[config.mk]
export PLATFORM = sky130hd
export DESIGN_NAME = adc_channel_sequencer
export DESIGN_NICKNAME = d
export VERILOG_FILES = /design/src/rtl/adc_seq_pkg.sv /design/src/rtl/adc_seq_next_ch.sv /design/src/rtl/adc_channel_sequencer.sv
export SDC_FILE = /design/constraint.sdc
export NUM_CORES = 1
export LEC_CHECK = 0
export ABC_AREA = 1
export CAP_MARGIN = 10
export CORE_MARGIN = 2
export CORE_UTILIZATION = 54
export CTS_BUF_LIST = sky130_fd_sc_hd__clkbuf_4
export DETAILED_ROUTE_END_ITERATION = 10
export GPL_ROUTABILITY_DRIVEN = 0
export PLACE_DENSITY = 0.94
export SLEW_MARGIN = 20
export SYNTH_ARGS = -nofsm -noshare
export SYNTH_HDL_FRONTEND = slang
export SYNTH_HIERARCHICAL = 1
export SYNTH_SLANG_ARGS = --single-unit
[constraint.sdc]
create_clock -name clk -period 3.3 [get_ports clk]
set_input_delay 0.33 -clock clk [delete_from_list [all_inputs] [get_ports clk]]
set_output_delay 0.33 -clock clk [all_outputs]
set_load 0.02 [all_outputs]
[src/rtl/adc_seq_pkg.sv]
// Shared state encoding, averaging codes and width helper for the ADC channel sequencer.
package adc_seq_pkg;

    typedef enum logic [2:0] {
        ST_IDLE    = 3'd0,
        ST_SETTLE  = 3'd1,
        ST_CONVERT = 3'd2,
        ST_CAPTURE = 3'd3,
        ST_NEXT    = 3'd4
    } seq_state_e;

    localparam logic [2:0] AVG_NONE = 3'b000;
    localparam logic [2:0] AVG_4X   = 3'b001;
    localparam logic [2:0] AVG_8X   = 3'b010;
    localparam logic [2:0] AVG_MAX  = 3'b100;

    function automatic int ch_width(input int n);
        return (n > 1) ? $clog2(n) : 1;
    endfunction

endpackage

[src/rtl/adc_seq_next_ch.sv]
// Combinational priority finder: lowest enabled channel, and the next enabled
// channel above the current pointer with a wrap indication.
module adc_seq_next_ch
    import adc_seq_pkg::*;
#(
    parameter int NUM_CH = 4,
    parameter int CW     = ch_width(NUM_CH)
) (
    input  logic [NUM_CH-1:0] mask_i,
    input  logic [CW-1:0]     ch_ptr_i,
    output logic [CW-1:0]     next_ch_o,
    output logic              wrapped_o,
    output logic [CW-1:0]     first_ch_o
);

    logic [CW-1:0] above_s;
    logic          found_s;

    // Scan from the top down so the lowest qualifying index is the last one written.
    always_comb begin
        first_ch_o = '0;
        above_s    = '0;
        found_s    = 1'b0;
        for (int i = NUM_CH - 1; i >= 0; i--) begin
            first_ch_o = mask_i[i] ? CW'(i) : first_ch_o;
            above_s    = (mask_i[i] && (CW'(i) > ch_ptr_i)) ? CW'(i) : above_s;
            found_s    = found_s | (mask_i[i] && (CW'(i) > ch_ptr_i));
        end
        wrapped_o = ~found_s;
        next_ch_o = found_s ? above_s : first_ch_o;
    end

endmodule

[src/rtl/adc_channel_sequencer.sv]
// Scans enabled mux channels through the SAR ADC controller and queues tagged results.
// Optional conversion watchdog enabled by defining ADC_SEQ_TIMEOUT_EN.
module adc_channel_sequencer
    import adc_seq_pkg::*;
#(
    parameter int NUM_CH         = 4,
    parameter int RESULT_BITS    = 12,
    parameter int SETTLE_CYCLES  = 4,
    parameter int TIMEOUT_CYCLES = 1023
) (
    input  logic                       clk,
    input  logic                       rst,
    input  logic                       start,
    input  logic                       continuous,
    input  logic                       stop,
    input  logic [NUM_CH-1:0]          ch_mask,
    input  logic [3*NUM_CH-1:0]        avg_cfg,
    input  logic                       adc_conv_finished,
    input  logic [RESULT_BITS-1:0]     adc_result,
    output logic                       adc_run,
    output logic [2:0]                 adc_avg_control,
    output logic [$clog2(NUM_CH)-1:0]  mux_sel,
    output logic                       out_valid,
    input  logic                       out_ready,
    output logic [RESULT_BITS-1:0]     out_data,
    output logic [$clog2(NUM_CH)-1:0]  out_ch,
    output logic                       busy,
    output logic                       err_timeout
);

    localparam int CW = ch_width(NUM_CH);
    localparam int SW = $clog2(SETTLE_CYCLES + 1);

    seq_state_e             state_q, state_d;
    logic [CW-1:0]          ch_ptr_q, ch_ptr_d;
    logic [NUM_CH-1:0]      mask_q, mask_d;
    logic [SW-1:0]          settle_cnt_q, settle_cnt_d;
    logic [RESULT_BITS-1:0] hold_q, hold_d;
    logic                   stop_pend_q, stop_pend_d;
    logic                   fin_prev_q;

    logic                   adc_run_q, adc_run_d;
    logic [2:0]             avg_q, avg_d;
    logic [CW-1:0]          mux_sel_q, mux_sel_d;
    logic                   out_valid_q, out_valid_d;
    logic [RESULT_BITS-1:0] out_data_q, out_data_d;
    logic [CW-1:0]          out_ch_q, out_ch_d;
    logic                   busy_q, busy_d;

    logic [2:0]             avg_arr_s [NUM_CH];
    logic [NUM_CH-1:0]      find_mask_s;
    logic [CW-1:0]          next_ch_s, first_ch_s;
    logic                   wrapped_s;
    logic                   fin_edge_s, load_s, stop_now_s, enter_settle_s;

`ifdef ADC_SEQ_TIMEOUT_EN
    localparam int TW = $clog2(TIMEOUT_CYCLES + 1);
    logic [TW-1:0] tmo_cnt_q, tmo_cnt_d;
    logic          err_q, err_d;
`else
    logic          unused_tmo_s;
    assign unused_tmo_s = (TIMEOUT_CYCLES > 0);
`endif

    for (genvar g = 0; g < NUM_CH; g++) begin : g_avg
        assign avg_arr_s[g] = avg_cfg[3*g +: 3];
    end

    // In IDLE the finder looks at the live mask to pick the first channel of a new scan.
    assign find_mask_s = (state_q == ST_IDLE) ? ch_mask : mask_q;

    adc_seq_next_ch #(
        .NUM_CH (NUM_CH),
        .CW     (CW)
    ) u_next_ch (
        .mask_i     (find_mask_s),
        .ch_ptr_i   (ch_ptr_q),
        .next_ch_o  (next_ch_s),
        .wrapped_o  (wrapped_s),
        .first_ch_o (first_ch_s)
    );

    assign fin_edge_s = ~fin_prev_q & adc_conv_finished;
    assign load_s     = (state_q == ST_CAPTURE) && (!out_valid_q || out_ready);
    assign stop_now_s = stop_pend_q | stop;

    // State register and all registered outputs.
    always_ff @(posedge clk) begin
        if (rst) begin
            state_q      <= ST_IDLE;
            ch_ptr_q     <= '0;
            mask_q       <= '0;
            settle_cnt_q <= '0;
            hold_q       <= '0;
            stop_pend_q  <= 1'b0;
            fin_prev_q   <= 1'b0;
            adc_run_q    <= 1'b0;
            avg_q        <= AVG_NONE;
            mux_sel_q    <= '0;
            out_valid_q  <= 1'b0;
            out_data_q   <= '0;
            out_ch_q     <= '0;
            busy_q       <= 1'b0;
        end else begin
            state_q      <= state_d;
            ch_ptr_q     <= ch_ptr_d;
            mask_q       <= mask_d;
            settle_cnt_q <= settle_cnt_d;
            hold_q       <= hold_d;
            stop_pend_q  <= stop_pend_d;
            fin_prev_q   <= adc_conv_finished;
            adc_run_q    <= adc_run_d;
            avg_q        <= avg_d;
            mux_sel_q    <= mux_sel_d;
            out_valid_q  <= out_valid_d;
            out_data_q   <= out_data_d;
            out_ch_q     <= out_ch_d;
            busy_q       <= busy_d;
        end
    end

`ifdef ADC_SEQ_TIMEOUT_EN
    // Conversion watchdog counter and sticky timeout flag.
    always_ff @(posedge clk) begin
        if (rst) begin
            tmo_cnt_q <= '0;
            err_q     <= 1'b0;
        end else begin
            tmo_cnt_q <= tmo_cnt_d;
            err_q     <= err_d;
        end
    end
    assign err_timeout = err_q;
`else
    assign err_timeout = 1'b0;
`endif

    // Next-state and sequencing datapath.
    always_comb begin
        state_d      = state_q;
        ch_ptr_d     = ch_ptr_q;
        mask_d       = mask_q;
        settle_cnt_d = settle_cnt_q;
        hold_d       = hold_q;
        stop_pend_d  = stop_now_s;
`ifdef ADC_SEQ_TIMEOUT_EN
        tmo_cnt_d    = tmo_cnt_q;
        err_d        = err_q;
`endif
        case (state_q)
            ST_IDLE: begin
                stop_pend_d = 1'b0;
`ifdef ADC_SEQ_TIMEOUT_EN
                err_d = start ? 1'b0 : err_q;
`endif
                if (start && (ch_mask != '0)) begin
                    mask_d       = ch_mask;
                    ch_ptr_d     = first_ch_s;
                    settle_cnt_d = '0;
                    state_d      = ST_SETTLE;
                end else begin
                    state_d = ST_IDLE;
                end
            end
            ST_SETTLE: begin
                if (settle_cnt_q == SW'(SETTLE_CYCLES - 1)) begin
                    state_d = ST_CONVERT;
`ifdef ADC_SEQ_TIMEOUT_EN
                    tmo_cnt_d = '0;
`endif
                end else begin
                    settle_cnt_d = settle_cnt_q + SW'(1);
                end
            end
            ST_CONVERT: begin
                if (fin_edge_s) begin
                    hold_d  = adc_result;
                    state_d = ST_CAPTURE;
                end
`ifdef ADC_SEQ_TIMEOUT_EN
                else if (tmo_cnt_q == TW'(TIMEOUT_CYCLES - 1)) begin
                    err_d   = 1'b1;
                    state_d = ST_NEXT;
                end else begin
                    tmo_cnt_d = tmo_cnt_q + TW'(1);
                end
`else
                else begin
                    state_d = ST_CONVERT;
                end
`endif
            end
            ST_CAPTURE: begin
                if (load_s) begin
                    state_d = ST_NEXT;
                end else begin
                    state_d = ST_CAPTURE;
                end
            end
            ST_NEXT: begin
                settle_cnt_d = '0;
                if (stop_now_s) begin
                    state_d = ST_IDLE;
                end else if (!wrapped_s) begin
                    ch_ptr_d = next_ch_s;
                    state_d  = ST_SETTLE;
                end else if (continuous) begin
                    ch_ptr_d = first_ch_s;
                    state_d  = ST_SETTLE;
                end else begin
                    state_d = ST_IDLE;
                end
            end
            default: begin
                state_d = ST_IDLE;
            end
        endcase
    end

    // Output next values; mux select and averaging code are sampled on SETTLE entry.
    always_comb begin
        enter_settle_s = (state_d == ST_SETTLE) && (state_q != ST_SETTLE);
        adc_run_d      = (state_d == ST_CONVERT);
        busy_d         = (state_d != ST_IDLE);
        mux_sel_d      = enter_settle_s ? ch_ptr_d : mux_sel_q;
        avg_d          = enter_settle_s ? avg_arr_s[ch_ptr_d] : avg_q;
        out_data_d     = load_s ? hold_q : out_data_q;
        out_ch_d       = load_s ? ch_ptr_q : out_ch_q;
        if (load_s) begin
            out_valid_d = 1'b1;
        end else if (out_valid_q && out_ready) begin
            out_valid_d = 1'b0;
        end else begin
            out_valid_d = out_valid_q;
        end
    end

    assign adc_run         = adc_run_q;
    assign adc_avg_control = avg_q;
    assign mux_sel         = mux_sel_q;
    assign out_valid       = out_valid_q;
    assign out_data        = out_data_q;
    assign out_ch          = out_ch_q;
    assign busy            = busy_q;

endmodule

## Word level (Yosys, flattened, before mapping)

Index checks and enable logic that the tools add are counted.

| word-level totals | value |
|---|---|
| register bits after elaboration | 48 |
| input bits | 35 |
| output and inout bits | 23 |
| logic and storage cells | 86 |

| cells by class | value |
|---|---|
| add/sub/neg operators | 1 |
| order comparisons | 5 |
| equality and inequality tests | 10 |
| mux-type cells | 30 |
| bitwise operators | 7 |
| reduce and logical (&&, ||, !) cells | 19 |

Operator list:

| kind | count |
|---|---|
| 2-bit two-way mux | 12 |
| 3-bit two-way mux | 6 |
| 3-bit one-hot mux with 5 select lines | 1 |
| 3-bit by 2-bit == test with 1-bit output (second input constant) | 4 |
| 3-bit one-hot mux with 3 select lines | 1 |
| 1-bit logical AND | 8 |
| 1-bit two-way mux | 7 |
| 3-bit binary-select mux with 2-bit select | 1 |
| 3-bit by 1-bit == test with 1-bit output (second input constant) | 2 |
| 3-bit nonzero test | 2 |
| 1-bit by 2-bit > comparator with 1-bit output (first input constant) | 2 |
| 2-bit > comparator (first input constant) | 2 |
| 4-bit two-way mux | 1 |
| 1-bit bitwise OR | 4 |
| 2-bit one-hot mux with 2 select lines | 1 |
| 2-bit AND reduction | 2 |
| 4-bit nonzero test | 1 |
| 3-bit by 1-bit adder with 3-bit output (second input constant) | 1 |
| 3-bit == test (second input constant) | 1 |
| 3-bit >= comparator (second input constant) | 1 |
| 3-bit zero test | 1 |
| 3-bit by 1-bit inequality test with 1-bit output (second input constant) | 1 |
| 2-bit inverter with 3-bit output | 1 |
| 3-bit AND reduction | 1 |
| 8 further kinds | 8 |

## Longest topological paths before layout

| depth | value |
|---|---|
| depth after elaboration | 14 |
| gate-level depth with buffers | 20 |
| gate-level depth less buffers | 20 |

## Cells and area by module

Netlist, hierarchy kept.

By module, submodules not included:

| module | instances | cells each | area each (sq um) | seq. area each (sq um) |
|---|---|---|---|---|
| adc_channel_sequencer | 1 | 300 | 2,134.5 | 960.9 |
| adc_seq_next_ch | 1 | 23 | 107.6 | 0.0 |

## Worst setup path after synthesis

OpenSTA, ideal clock, no wires.

| timing path | value |
|---|---|
| kind | register to register |
| start | reg state_q[1] |
| end | reg avg_q[0] (netlist: adc_avg_control[0]) |
| setup time | 109 ps |
| data arrival time | 2,030 ps |
| data required time | 3,191 ps |
| slack | 1,162 ps |
| cell stages (with the launch flop) | 19 |
| buffers on the path | 0 |
| clock period less this slack | 2,138 ps |
| cells stage by stage | dfxtp_1 nor2_4 nand2_4 o21ai_0 nand2_1 a21oi_2 nand2_1 nand2_1 inv_1 nand2_1 nand2_1 nand2_1 nand3_2 nand3_4 nand2_1 nand3_1 nand3_1 nand2_1 inv_1 |

| on the way | value |
|---|---|
| word-level cells in the longest chain between the ends | 14 |
| elaborated cells on any way between the ends | 39 |
| classes of those cells | eq/ne (6); mux (22); bitwise (4); reduce/logical (7) |

Ends and longest elaborated chain:

| what | RTL line | RTL |
|---|---|---|
| from (decl) | adc_channel_sequencer.sv:34 | `seq_state_e state_q, state_d;` |
| from (signal assigned) | adc_channel_sequencer.sv:105 | `state_q <= state_d;` |
| 3-bit zero test * | adc_channel_sequencer.sv:70 | `assign find_mask_s = (state_q == ST_IDLE) ? ch_mask : mask_q;` |
| 4-bit two-way mux * | adc_channel_sequencer.sv:70 |  |
| named net find_mask_s[3] | adc_channel_sequencer.sv:51 | `logic [NUM_CH-1:0] find_mask_s;` |
| 2-bit two-way mux * (4 in series) | adc_seq_next_ch.sv:25 | `first_ch_o = mask_i[i] ? CW'(i) : first_ch_o;` |
| named net first_ch_s[0] | adc_channel_sequencer.sv:52 | `logic [CW-1:0] next_ch_s, first_ch_s;` |
| 2-bit two-way mux | adc_channel_sequencer.sv:207 | `end else if (continuous) begin` |
| 2-bit two-way mux | adc_channel_sequencer.sv:204 | `end else if (!wrapped_s) begin` |
| 2-bit two-way mux | adc_channel_sequencer.sv:202 | `if (stop_now_s) begin` |
| 2-bit one-hot mux with 2 select lines * | adc_channel_sequencer.sv:150 | `case (state_q)` |
| 2-bit inverter with 3-bit output (implied by the code) * | adc_channel_sequencer.sv:226 | `avg_d = enter_settle_s ? avg_arr_s[ch_ptr_d] : avg_q;` |
| 3-bit binary-select mux with 2-bit select * | adc_channel_sequencer.sv:226 |  |
| 3-bit two-way mux (implied by the code) * (2 in series) | adc_channel_sequencer.sv:226 |  |
| to (signal assigned) | adc_channel_sequencer.sv:113 | `avg_q <= avg_d;` |
| to (decl) | adc_channel_sequencer.sv:43 | `logic [2:0] avg_q, avg_d;` |

The timed path passes the listed nets; every way through them passes the cells marked *. The select of a mux whose other input is x is not followed.
A chain may end at the register's enable or synchronous reset.

## Worst setup path in the final report

Same ends and word-level chain as after synthesis.

==> insert_results.sql <==
INSERT INTO impl_metrics (metric_group, metric, value, unit) VALUES
('yosys', 'post_synth.cell_area_avg', '6.94', 'µm²'),
('sta', 'layout_min_cycle_time', '2.50', 'ns'),
('route', 'routed-via-count', '2154', ''),
('sta', 'postLayoutSetupSlackWorst', '0.801', 'ns'),
('setup_path', 'r2r_setup_slack', '0.80', 'ns'),
('setup_path', 'timing.critical_path.from_type', 'flip-flop', ''),
('sta', 'max_freq', '400', 'MHz'),
('finish', 'nNetsFinal', '414', ''),
('finish', 'layout.filler_cells', '317', ''),
('finish', 'multi_input_area', '1040', 'µm²'),
('sta', 'tightestPinTransition', '0.921', 'ns'),
('yosys', 'main_combinational_cell_family_by_area_after_synthesis', 'simple AND/OR/NAND/NOR gates', ''),
('sta', 'crit_share_post_route', '0.757', ''),
('placed_design', 'place.port_buffers', '56', ''),
('floorplanning', 'pin_count', '58', ''),
('route', 'drt_first_pass_iters', '4', ''),
('setup_path', 'worst_r2r_endpoint', 'adc_avg_control[0]$_SDFFE_PP0P_', ''),
('setup_path', 'reg2reg_from', 'state_q[1]$_SDFF_PP0_', ''),
('finish', 'layout.cells.most_common', 'sky130_fd_sc_hd__nor2_1', ''),
('pwr', 'switching_component_of_the_power', '323', 'µW'),
('pwr', 'power_density', '387', 'nW/µm²'),
('cts', 'cts.clk_slew.worst_paths', '0.14', 'ns'),
('cts', 'cts_num_sinks', '48', ''),
('setup_path', 'crit_fanout', '10', ''),
('pwr', 'p_int', '794', 'µW'),
('finish', 'final_design_area_no_fill', '2890', 'µm²'),
('pwr', 'comb_power_share', '0.199', ''),
('setup_path', 'setup.worst_path.start', 'state_q[1]$_SDFF_PP0_', ''),
('global_route', 'grt_start_max_net_pins', '34', ''),
('cts', 'h-tree-depth', '2', ''),
('sta', 'timing.final.max_slew_violations', '0', ''),
('route', 'first_iter_violations', '128', ''),
('pwr', 'pwr-share-seq', '0.547', ''),
('floorplanning', 'die_x', '68.4', 'µm'),
('pwr', 'switching_share', '0.289', ''),
('sta', 'grt_setup_unrepaired', 'false', ''),
('sta', 'whs', '0.474', 'ns'),
('setup_path', 'worstRegToRegCells', '18', ''),
('global_route', 'first_global_vias', '2026', ''),
('floorplanning', 'start_util', '0.561', ''),
('finish', 'post_route_cells_drive_above_1_share', '0.0794', ''),
('placed_design', 'dpl.cell_count', '420', ''),
('route', 'post-route-drc-count', '0', ''),
('placed_design', 'pre_cts_ws', '0.638', 'ns'),
('yosys', 'syn-instance-count', '323', ''),
('yosys', 'post_synthesis_adder_cell_area_fraction', '0.0112', ''),
('floorplanning', 'num_rows', '23', ''),
('route', 'detail_route.wirelength', '4.95', 'mm'),
('setup_path', 'critPathRequiredTime', '3.58', 'ns'),
('cts', 'worst_skew_pair.late_latency', '0.37', 'ns'),
('setup_path', 'worstPathArrival', '2.78', 'ns'),
('floorplanning', 'die_area', '4680', 'µm²'),
('global_route', 'groute.usage.overall', '0.238', ''),
('placed_design', 'postPlaceCellArea', '2830', 'µm²'),
('setup_path', 'cp-endpoint', 'adc_avg_control[0]$_SDFFE_PP0P_', ''),
('hold_path', 'timing.hold.worst.class', 'reg -> reg', ''),
('global_route', 'antenna_found_initial', '0', ''),
('finish', 'flow.area_growth_from_synthesis', '28.7', '%'),
('cts', 'cts-hold-fix-buffers', '0', ''),
('yosys', 'synth_compound_area_frac', '0.135', ''),
('route', 'drt.antenna.violating_nets', '0', ''),
('yosys', 'post_synthesis_cell_area', '2240', 'µm²'),
('finish', 'n_antenna_cell', '0', ''),
('finish', 'fin_cells', '428', ''),
('setup_path', 'worst_setup_path_end_kind', 'flip-flop', ''),
('sta', 'finalSetupTns', '0', 'ns'),
('cts', 'cts.path.max_buffers', '2', ''),
('flow_run', 'max-cap-violations', '0', ''),
('yosys', 'synth_simple_gate_area_share', '0.317', ''),
('cts', 'total_clock_buffers_created_by_cts', '5', ''),
('run_status', 'status', 'complete, no violations', '');
-- worst max-delay path, stage by stage (launching register included) --
cell                      delay (ns)
sky130_fd_sc_hd__dfxtp_1        0.38
sky130_fd_sc_hd__nor2_4         0.21
sky130_fd_sc_hd__nand2_4        0.12
sky130_fd_sc_hd__o21ai_0        0.34
sky130_fd_sc_hd__nand2_1        0.12
sky130_fd_sc_hd__a21oi_2        0.20
sky130_fd_sc_hd__nand2_1        0.07
sky130_fd_sc_hd__nand2_1        0.06
sky130_fd_sc_hd__inv_1          0.03
sky130_fd_sc_hd__nand2_1        0.05
sky130_fd_sc_hd__nand2_1        0.05
sky130_fd_sc_hd__nand2_1        0.08
sky130_fd_sc_hd__nand3_2        0.19
sky130_fd_sc_hd__nand3_4        0.17
sky130_fd_sc_hd__nand2_1        0.06
sky130_fd_sc_hd__nand3_1        0.08
sky130_fd_sc_hd__nand3_1        0.09
sky130_fd_sc_hd__nand2_1        0.08
sky130_fd_sc_hd__inv_1          0.04
-- Yosys cell counts --
cell type | count | share of area
sky130_fd_sc_hd__buf_2 | 2 | 0.0045
sky130_fd_sc_hd__dfxtp_1 | 48 | 0.43
sky130_fd_sc_hd__buf_6 | 1 | 0.0050
sky130_fd_sc_hd__ha_1 | 2 | 0.011
sky130_fd_sc_hd__o21ai_0 | 34 | 0.076
sky130_fd_sc_hd__nand2_2 | 7 | 0.020
sky130_fd_sc_hd__a31oi_1 | 1 | 0.0028
sky130_fd_sc_hd__nand3_4 | 1 | 0.0078
sky130_fd_sc_hd__clkbuf_1 | 7 | 0.012
sky130_fd_sc_hd__a21oi_2 | 2 | 0.0078
sky130_fd_sc_hd__nand2_1 | 42 | 0.070
sky130_fd_sc_hd__nor2_4 | 2 | 0.010
sky130_fd_sc_hd__nand3_1 | 16 | 0.036
sky130_fd_sc_hd__conb_1 | 1 | 0.0017
sky130_fd_sc_hd__a211oi_1 | 4 | 0.013
sky130_fd_sc_hd__o211a_1 | 1 | 0.0045
sky130_fd_sc_hd__nor2_1 | 73 | 0.12
sky130_fd_sc_hd__nand3_2 | 2 | 0.0089
sky130_fd_sc_hd__nor2_2 | 2 | 0.0056
sky130_fd_sc_hd__nand2_4 | 1 | 0.0050
sky130_fd_sc_hd__nand4_1 | 6 | 0.017
sky130_fd_sc_hd__or2_2 | 1 | 0.0028
sky130_fd_sc_hd__o21a_1 | 3 | 0.010
sky130_fd_sc_hd__nor3_1 | 4 | 0.0089
sky130_fd_sc_hd__buf_4 | 1 | 0.0033
sky130_fd_sc_hd__o22ai_1 | 1 | 0.0028
sky130_fd_sc_hd__nand3b_1 | 1 | 0.0033
sky130_fd_sc_hd__a21oi_1 | 8 | 0.018
sky130_fd_sc_hd__inv_2 | 2 | 0.0033
sky130_fd_sc_hd__inv_1 | 47 | 0.079
-- how the worst min path moves through the flow --
stage / start / end / slack (ns) / cells past startpoint
2_1_floorplan: settle_cnt_q[2]$_SDFFE_PP0P_ / settle_cnt_q[2]$_SDFFE_PP0P_ / 0.44 / 2
5_1_grt: settle_cnt_q[2]$_SDFFE_PP0P_ / settle_cnt_q[2]$_SDFFE_PP0P_ / 0.50 / 2
6_report: settle_cnt_q[2]$_SDFFE_PP0P_ / settle_cnt_q[2]$_SDFFE_PP0P_ / 0.47 / 2
3_3_place_gp: settle_cnt_q[2]$_SDFFE_PP0P_ / settle_cnt_q[2]$_SDFFE_PP0P_ / 0.45 / 2
4_1_cts: settle_cnt_q[2]$_SDFFE_PP0P_ / settle_cnt_q[2]$_SDFFE_PP0P_ / 0.48 / 2
3_5_place_dp: settle_cnt_q[2]$_SDFFE_PP0P_ / settle_cnt_q[2]$_SDFFE_PP0P_ / 0.46 / 2
-- kinds of logic (layout without fill, tap and decap cells) --
kind of cell | Yosys count | after routing
DFF | 48 | 48
buffers and inverters | 60 | 115
and+or+nand+nor | 158 | 158
adders and majority gates | 2 | 2
AOI/OAI and AO/OA | 54 | 54
other | 1 | 1
-- sequential cells by signal (all words and copies together), names as in the netlist --
register         cells
mux_sel              2
state_q              3
out_ch               2
ch_ptr_q             2
busy                 1
out_valid            1
mask_q               4
adc_avg_control      3
fin_prev_q           1
settle_cnt_q         3
out_data            12
stop_pend_q          1
hold_q              12
adc_run              1
-- cell type report --
class	count	share of cell area
well taps	50	0.0217
clock inverters	2	0.00564
repair buffers	58	0.199
inverters	49	0.0637
flip-flops and latches	48	0.333
multi-input cells	215	0.361
clock buffers	6	0.0156
-- per-layer routing --
metal  part of all wire  wire length [µm]  vias up  GRT usage
li1                   -                 -     1129          -
met1               0.45              2250      938      0.312
met2               0.46              2290       81      0.386
met3              0.070               345        6     0.0559
met4              0.012                61        0     0.0725
met5                  0                 0        -          0
-- power by group through the flow --
stage	clock [mW]	sequential (mW)	combinational, mW
CTS	0.290	0.612	0.223
floorplan	0	0.633	0.132
finish	0.283	0.611	0.222
global route	0.315	0.614	0.252
detailed placement	0	0.624	0.222
global placement	0	0.624	0.216
Note: power is estimated with default switching activity, not from simulation.
